**src/rtl/mul_pkg.sv**
```systemverilog
// Shared definitions for the sequential shift-add multiplier.
// State encoding and the counter-width helper.
package mul_pkg;

  localparam logic [1:0] IDLE = 2'd0;
  localparam logic [1:0] RUN  = 2'd1;
  localparam logic [1:0] DONE = 2'd2;

  // Ceiling log2; returns the bits needed to hold values 0..v-1.
  function automatic int unsigned clog2(input int unsigned v);
    int unsigned r;
    int unsigned p;
    r = 0;
    p = 1;
    while (p < v) begin
      p = p << 1;
      r = r + 1;
    end
    return r;
  endfunction

endpackage

```
**src/rtl/mul_seq_dp.sv**
```systemverilog
// Datapath for mul_seq: operand shift registers and the 2W accumulator-adder.
// Optional build macro MUL_SEQ_SIGNED_EN adds sign-magnitude handling.
module mul_seq_dp
  import mul_pkg::*;
#(
  parameter int unsigned W = 8
) (
  input  logic           clk,
  input  logic           rst_n,
  input  logic           load_i,
  input  logic           step_i,
  input  logic [W-1:0]   x_i,
  input  logic [W-1:0]   y_i,
`ifdef MUL_SEQ_SIGNED_EN
  input  logic           sgn_i,
`endif
  output logic [2*W-1:0] prod_c
);

  localparam int unsigned PW = 2 * W;

  logic [PW-1:0] mcand_q, mcand_d;
  logic [PW-1:0] acc_q, acc_d;
  logic [W-1:0]  mplier_q, mplier_d;
  logic [W-1:0]  xm_c, ym_c;
`ifdef MUL_SEQ_SIGNED_EN
  logic          neg_q, neg_d;
`endif

  // Operand magnitudes presented at capture time
  always_comb begin
`ifdef MUL_SEQ_SIGNED_EN
    xm_c = (sgn_i && x_i[W-1]) ? (W'(0) - x_i) : x_i;
    ym_c = (sgn_i && y_i[W-1]) ? (W'(0) - y_i) : y_i;
`else
    xm_c = x_i;
    ym_c = y_i;
`endif
  end

  // Load clears the accumulator; each step consumes one multiplier bit
  always_comb begin
    mcand_d  = mcand_q;
    mplier_d = mplier_q;
    acc_d    = acc_q;
`ifdef MUL_SEQ_SIGNED_EN
    neg_d    = neg_q;
`endif
    if (load_i) begin
      mcand_d  = {{W{1'b0}}, xm_c};
      mplier_d = ym_c;
      acc_d    = '0;
`ifdef MUL_SEQ_SIGNED_EN
      neg_d    = sgn_i & (x_i[W-1] ^ y_i[W-1]);
`endif
    end else if (step_i) begin
      if (mplier_q[0]) begin
        acc_d = acc_q + mcand_q;
      end
      mcand_d  = mcand_q << 1;
      mplier_d = mplier_q >> 1;
    end
  end

  always_ff @(posedge clk or negedge rst_n) begin
    if (!rst_n) begin
      mcand_q  <= '0;
      mplier_q <= '0;
      acc_q    <= '0;
`ifdef MUL_SEQ_SIGNED_EN
      neg_q    <= 1'b0;
`endif
    end else begin
      mcand_q  <= mcand_d;
      mplier_q <= mplier_d;
      acc_q    <= acc_d;
`ifdef MUL_SEQ_SIGNED_EN
      neg_q    <= neg_d;
`endif
    end
  end

`ifdef MUL_SEQ_SIGNED_EN
  assign prod_c = neg_q ? (PW'(0) - acc_q) : acc_q;
`else
  assign prod_c = acc_q;
`endif

endmodule

```
**src/rtl/mul_seq.sv**
```systemverilog
// Sequential W x W shift-add multiplier: FSM, bit counter and result register.
// Optional build macro MUL_SEQ_SIGNED_EN adds the sgn port (two's-complement mode).
module mul_seq
  import mul_pkg::*;
#(
  parameter int unsigned W = 8
) (
  input  logic           clk,
  input  logic           rst_n,
  input  logic           start,
  input  logic [W-1:0]   x,
  input  logic [W-1:0]   y,
`ifdef MUL_SEQ_SIGNED_EN
  input  logic           sgn,
`endif
  output logic           busy,
  output logic           done,
  output logic [2*W-1:0] z
);

  localparam int unsigned PW = 2 * W;
  localparam int unsigned CW = clog2(W + 1);

  logic [1:0]    state_q, state_d;
  logic [CW-1:0] cnt_q, cnt_d;
  logic          busy_q, busy_d;
  logic          done_q, done_d;
  logic [PW-1:0] z_q, z_d;
  logic          load_c, step_c;
  logic [PW-1:0] prod_c;

  mul_seq_dp #(.W(W)) u_dp (
    .clk    (clk),
    .rst_n  (rst_n),
    .load_i (load_c),
    .step_i (step_c),
    .x_i    (x),
    .y_i    (y),
`ifdef MUL_SEQ_SIGNED_EN
    .sgn_i  (sgn),
`endif
    .prod_c (prod_c)
  );

  // done and z are registered on the DONE->IDLE edge, so done lands W+1 edges after accept
  always_comb begin
    state_d = state_q;
    cnt_d   = cnt_q;
    busy_d  = busy_q;
    done_d  = 1'b0;
    z_d     = z_q;
    load_c  = 1'b0;
    step_c  = 1'b0;
    case (state_q)
      IDLE: begin
        if (start) begin
          load_c  = 1'b1;
          cnt_d   = CW'(W);
          busy_d  = 1'b1;
          state_d = RUN;
        end
      end
      RUN: begin
        step_c = 1'b1;
        cnt_d  = cnt_q - CW'(1);
        if (cnt_q == CW'(1)) begin
          state_d = DONE;
        end
      end
      DONE: begin
        busy_d  = 1'b0;
        done_d  = 1'b1;
        z_d     = prod_c;
        state_d = IDLE;
      end
      default: begin
        busy_d  = 1'b0;
        state_d = IDLE;
      end
    endcase
  end

  always_ff @(posedge clk or negedge rst_n) begin
    if (!rst_n) begin
      state_q <= IDLE;
      cnt_q   <= '0;
      busy_q  <= 1'b0;
      done_q  <= 1'b0;
      z_q     <= '0;
    end else begin
      state_q <= state_d;
      cnt_q   <= cnt_d;
      busy_q  <= busy_d;
      done_q  <= done_d;
      z_q     <= z_d;
    end
  end

  assign busy = busy_q;
  assign done = done_q;
  assign z    = z_q;

endmodule
```
**config.mk**
```make
export PLATFORM = sky130hd
export DESIGN_NAME = mul_seq
export DESIGN_NICKNAME = d
export VERILOG_FILES = /design/src/rtl/mul_pkg.sv /design/src/rtl/mul_seq_dp.sv /design/src/rtl/mul_seq.sv
export SDC_FILE = /design/constraint.sdc
export NUM_CORES = 1
export LEC_CHECK = 0
export ABC_AREA = 1
export ABC_CLOCK_PERIOD_IN_PS = 2800
export CELL_PAD_IN_SITES_DETAIL_PLACEMENT = 1
export CELL_PAD_IN_SITES_GLOBAL_PLACEMENT = 2
export CORE_MARGIN = 1.5
export CORE_UTILIZATION = 36
export DETAILED_ROUTE_END_ITERATION = 10
export PLACE_DENSITY = 0.89
export SYNTH_ARGS = -nofsm -noshare
export SYNTH_HDL_FRONTEND = slang
export SYNTH_SLANG_ARGS = --single-unit
```
**constraint.sdc**
```tcl
create_clock -name clk -period 2.8 [get_ports clk]
set_input_delay 0.7 -clock clk [delete_from_list [all_inputs] [get_ports clk]]
set_output_delay 0.7 -clock clk [all_outputs]
set_load 0.05 [all_outputs]
```
==> results.tsv, run 1 <==
metric	value	unit
status	completed	
CP Class	flip-flop to primary output	
cell taking the most area after synthesis	dfrtp_1	
Synth Cell Area	3350	µm²
IO Port Bufs	36	
final setup TNS	0	ns
fraction of layout instances using a drive strength above 1	6.55	%
most numerous cell in the Yosys netlist	nand2_1	
final count of hold timing violations	0	
Distinct cells, synth	28	
CTS tree	built	
critical path's top delay family	buffers and inverters	
clock latency on the worst-skew pair	0.35	ns
Seq/Total Area, Yosys	47.8	%
Global Route Usage Sum	18.4	%
Slew Limit Fails	0	
Rows	35	
Mapped Cells	424	
die area	9890	µm²
critical-path cell list	clkdlybuf4s50_1	
Max Clock Freq	450	MHz
Final setup viols	0	
min Tclk post-route	2.22	ns
clk buf depth	2	
Final Cycle Share	79.4	%
Layout area overhead	21.0	%
DR vias/cell	4.89	
TritonCTS buffer count	9	
Lkg Pwr	2.09	nW
Inserted Diodes	0	
crit path launch type	flip-flop	
Crit path buffers/inverters	1	
vias in the first global route	2995	
Yosys reg bits	64	
Worst Path Required	2.10	ns
Main synth FF type	dfrtp_1	
ANT nets after route	0	
Worst path slowest cell	clkdlybuf4s50_1	
first-pass GRT wire length	14200	µm
top cell type's share of synthesized area	47.8	%
1st-pass router iterations	4	
DP HPWL	6300	µm
max cap viols	0	
Layout Skew	0.0120	ns
Root Buffer	clkbuf_8	
largest net degree at the start of global routing	42	
most area-consuming cells after synthesis	dfrtp_1 (48%), nand2_1 (16%), inv_1 (8.1%), ha_1 (6.4%), o21ai_0 (3.6%)	
post-layout util	44.5	%
Die W	99.4	µm
Clock Sinks	64	
routed vias	2857	
initial DRC count	70	
GP Congestion	0.781	
VDD IR max	0.481	mV
Overflow after GRT	0	
RSZ-0062 raised after global routing	false	
async set-or-reset flop fraction in the synthesized netlist	100	%
drt wl/cell	14.0	µm
Avg Inst Size Synth	7.90	µm²
WP data arrival	1.52	ns
commonest cells in the synthesized netlist	nand2_1 (147), inv_1 (72), dfrtp_1 (64)	
Residual DRC	0	
CP max FO	2	
Slew headroom	52.6	%
DIE HEIGHT	99.4	µm
Core ar.	9110	µm²
CP max stage delay	0.80	ns
Initial Util	36.8	%
initial antenna violation count	0	
H-tree lvl count	3	
post_cts resized	0	
Setup Fix Bufs, Post-CTS	0	
PD cells	1100	nW/µm²
EDFF count, synth	0	
Final Cell Area	4050	µm²
synthesis warning total	0	
endpoint class of the critical path	primary output	
Hold Path Class	primary input to asynchronous set/reset pin	
Final #Nets	505	
io pins	37	
clock-pin slew on the worst setup and hold paths	0.08	ns
Syn Nets	461	
final WL	8170	µm
placed cell areas	3850	µm²
Worst Tran Pin Value	0.710	ns
CTS Hold Buffers Added	0	
[sequential cells by signal, summed over array words and instances, names as in the netlist]
signal         count
busy               1
u_dp.mplier_q      8
z                 16
cnt_q              4
state_q            2
u_dp.prod_c       16
u_dp.mcand_q      16
done               1
[placed cells by master (no fill, tap or decap), types with 12 or more instances in the layout]
cell type / netlist / layout
inv_1: 72 / 72
nand3_1: 15 / 15
dfrtp_1: 64 / 64
nor2_1: 15 / 15
o22ai_1: 12 / 12
o21ai_0: 24 / 24
a21oi_1: 12 / 12
nand2_1: 147 / 147
clkdlybuf4s50_1: 0 / 35
ha_1: 17 / 17
[routing by layer]
layer	wire length [µm]	global-route usage [%]	vias to the layer above
met5	0	0	-
met4	151	8.02	0
met3	190	3.02	10
met2	3850	30.4	37
met1	3970	23.9	1378
li1	-	-	1432
[final timing paths]
check                                      from               to  slack (ns)  cells after the start
worst max-delay path                       z[1]             z[1]        0.58                      1
worst min-delay path                      rst_n            z[12]        0.34                      1
worst max register to register  u_dp.mcand_q[0]  u_dp.prod_c[12]        0.93                      9
worst min register to register             z[9]             z[9]        0.47                      2
max in group asynchronous                 rst_n       state_q[0]        1.83                      2
min in group clk                           z[9]             z[9]        0.47                      2
[report_power, final]
group          switching, mW  leakage [nW]  internal [mW]
logic                   1.40          1.18          0.743
registers              0.230         0.811           1.28
clock network          0.384        0.0952          0.410
total                   2.02          2.09           2.43
[cell families (layout without fill, tap and decap cells)]
logic type / after synthesis / in the layout / share of synthesized area, %
buffers and inverters: 83 / 132 / 9.53
xor gates and xnor gates: 4 / 4 / 1.05
AOI/OAI and AO/OA: 63 / 63 / 11.3
DFF: 64 / 64 / 47.8
adders and majority gates: 18 / 18 / 6.95
and+or+nand+nor: 192 / 192 / 23.4
[layout make-up]
| class | count | area, µm² |
|---|---|---|
| clock inverter | 7 | 72.6 |
| fill | 1160 | 5060 |
| timing repair buffer | 41 | 405 |
| inverter | 75 | 282 |
| multi-input combinational | 277 | 1430 |
| clock buffer | 9 | 124 |
| sequential | 64 | 1600 |
| tap | 111 | 139 |
[through the flow]
stage,hold slack (ns),power (mW),cells,setup slack (ns)
6_report,0.345,4.45,584,0.577
5_1_grt,0.375,4.83,584,0.541
4_1_cts,0.353,4.51,584,0.561
3_5_place_dp,0.458,3.70,568,0.591
3_3_place_gp,0.452,3.60,568,0.652
2_1_floorplan,0.404,3.01,424,1.16
No activity file was read; power rests on OpenSTA's default activity.
==> inputs of run 2 (changes only) <==
--- a/config.mk
+++ b/config.mk
@@ -6,13 +6,13 @@
 export NUM_CORES = 1
 export LEC_CHECK = 0
 export ABC_AREA = 1
-export ABC_CLOCK_PERIOD_IN_PS = 2800
+export ABC_CLOCK_PERIOD_IN_PS = 1900
 export CELL_PAD_IN_SITES_DETAIL_PLACEMENT = 1
 export CELL_PAD_IN_SITES_GLOBAL_PLACEMENT = 2
 export CORE_MARGIN = 1.5
-export CORE_UTILIZATION = 36
+export CORE_UTILIZATION = 30
 export DETAILED_ROUTE_END_ITERATION = 10
-export PLACE_DENSITY = 0.89
+export PLACE_DENSITY = 0.8
 export SYNTH_ARGS = -nofsm -noshare
 export SYNTH_HDL_FRONTEND = slang
 export SYNTH_SLANG_ARGS = --single-unit
==> constraint.sdc (replaced) <==
create_clock -name clk -period 1.9 [get_ports clk]
set_input_delay 0.475 -clock clk [delete_from_list [all_inputs] [get_ports clk]]
set_output_delay 0.475 -clock clk [all_outputs]
set_load 0.05 [all_outputs]
==> results.tsv, run 2 (synthesis gave the netlist of run 1 again) <==
metric	value	unit	change
vias in the first global route	3061		+2.2%
Layout area overhead	23.4	%	
fraction of layout instances using a drive strength above 1	12.3	%	+5.8 points
io pins	37		unchanged
CTS Hold Buffers Added	0		unchanged
Slew headroom	64.0	%	+11 points
GR Layer Usage met2	27.5	%	-2.9 points
drt wl/cell	14.2	µm	+1.7%
IO Port Bufs	36		unchanged
endpoint class of the critical path	flip-flop		
CTS tree	built		
global routing usage on met1	21.1	%	-2.8 points
busiest grt layer	met2		
1st-pass router iterations	4		unchanged
first-pass GRT wire length	14800	µm	+4.7%
GR Layer Usage met3	3.47	%	+0.45 points
Die W	109	µm	+9.3%
final count of hold timing violations	0		unchanged
Final setup viols	0		unchanged
VDD IR max	0.556	mV	+16%
GP Congestion	0.783		+0.24%
initial DRC count	77		+10%
TritonCTS buffer count	9		unchanged
die area	11800	µm²	+19%
Root Buffer	clkbuf_8		
Final Cycle Share	91.8	%	
status	completed		
CP max FO	3		+1
WP data arrival	1.99	ns	+0.47 ns
min Tclk post-route	1.74	ns	
Worst Tran Pin Value	0.540	ns	-0.170 ns
H-tree lvl count	3		unchanged
Final Cell Area	4130	µm²	+2.0%
Core ar.	10800	µm²	+19%
clock-pin slew on the worst setup and hold paths	0.08	ns	about the same
PD cells	1630	nW/µm²	+48%
Worst Path Required	2.15	ns	+0.05 ns
Inserted Diodes	0		unchanged
routed vias	2881		+0.84%
final setup TNS	0	ns	unchanged
Clock Sinks	64		unchanged
Hold Path Class	primary input to asynchronous set/reset pin		
Layout Skew	0.0117	ns	-0.000372 ns
Lkg Pwr	2.14	nW	+2.5%
CP Class	flip-flop to flip-flop		
initial antenna violation count	0		unchanged
final WL	8810	µm	+7.8%
RSZ-0062 raised after global routing	false		
Slew Limit Fails	0		unchanged
Fillers	1333		+15%
most common cell after layout, fill and taps aside	nand2_1		
Final #Nets	511		+1.2%
DP HPWL	6820	µm	+8.4%
Overflow after GRT	0		unchanged
Residual DRC	0		unchanged
crit path launch type	flip-flop		
Initial Util	30.9	%	-5.9 points
Rows	38		+8.6%
DIE HEIGHT	109	µm	+9.3%
largest net degree at the start of global routing	26		-38%
Max Clock Freq	573	MHz	
clk buf depth	2		unchanged
ANT nets after route	0		unchanged
placed cell areas	3920	µm²	+1.6%
DR vias/cell	4.65		-4.9%
clock latency on the worst-skew pair	0.36	ns	about the same
max cap viols	0		unchanged
commonest non-fill, non-tap cells in the layout	nand2_1 (146), inv_1 (72), dfrtp_1 (64)		
Global Route Usage Sum	16.5	%	-1.8 points
run 2: cell count changes in the layout (fill, tap and decap cells not counted), sizes merged:
cell           change
buf               +24
clkbuf             +1
clkdlybuf4s50     -18
clkinv             -2
inv                +1
run 2: per-layer routing:
layer | share of wire, % | vias to the layer above | wire, µm
li1 | - | 1449 | -
met1 | 47 | 1376 | 4180
met2 | 48 | 42 | 4200
met3 | 3.0 | 14 | 268
met4 | 1.9 | 0 | 163
met5 | 0 | - | 0
run 2: per-stage QoR:
step                power [mW]  hold WS, ns  setup slack (ns)  std cells  util (%)
global placement          5.43        0.455             0.155        603      36.1
detailed placement        5.55        0.459             0.102        603      36.1
global route              7.29        0.108            0.0179        619      38.1
floorplan                 4.44        0.179             0.258        424         -
CTS                       6.81       0.0971            0.0887        619      38.0
finish                    6.73       0.0857             0.155        619      38.1
run 2: timing repair:
item                       in CTS  in global routing
setup endpoints to repair       0                  5
buffers inserted                0                  0
gates resized for setup         0                  4
run 2: critical path: stages, from the launching register on:
cell	delay, ns
dfrtp_1	0.38
ha_1	0.23
fa_2	0.35
nand2_1	0.07
nand2_1	0.06
and2_1	0.18
nand2_1	0.07
nand2_1	0.08
nor2_1	0.10
o22ai_1	0.09
run 2: layout make-up:
| cell class | count | area, µm² | share of cell area [%] |
|---|---|---|---|
| Multi-Input combinational cell | 277 | 1440 | 34.8 |
| Clock inverter | 6 | 67.6 | 1.63 |
| Timing Repair Buffer | 47 | 430 | 10.4 |
| Tap cell | 140 | 175 | 4.24 |
| Clock buffer | 10 | 138 | 3.33 |
| Sequential cell | 64 | 1600 | 38.8 |
| Inverter | 75 | 282 | 6.81 |
run 2: path summary, 6_finish.rpt:
path                                startpoint               end  slack [ns]  depth (start not counted)
worst max-delay path            u_dp.prod_c[0]    u_dp.prod_c[8]        0.16                          9
worst min-delay path                     rst_n  u_dp.mplier_q[7]        0.09                          1
worst max register to register  u_dp.prod_c[0]    u_dp.prod_c[8]        0.16                          9
worst min register to register            z[9]              z[9]        0.47                          2
max in group asynchronous                rst_n   u_dp.prod_c[14]        1.28                          2
min in group clk                          z[9]              z[9]        0.47                          2
run 2: where the power goes:
group | switching, mW | internal, mW | total [mW]
registers | 0.349 | 1.89 | 2.24
clock network | 0.591 | 0.645 | 1.24
logic | 2.12 | 1.13 | 3.25
total | 3.06 | 3.66 | 6.73
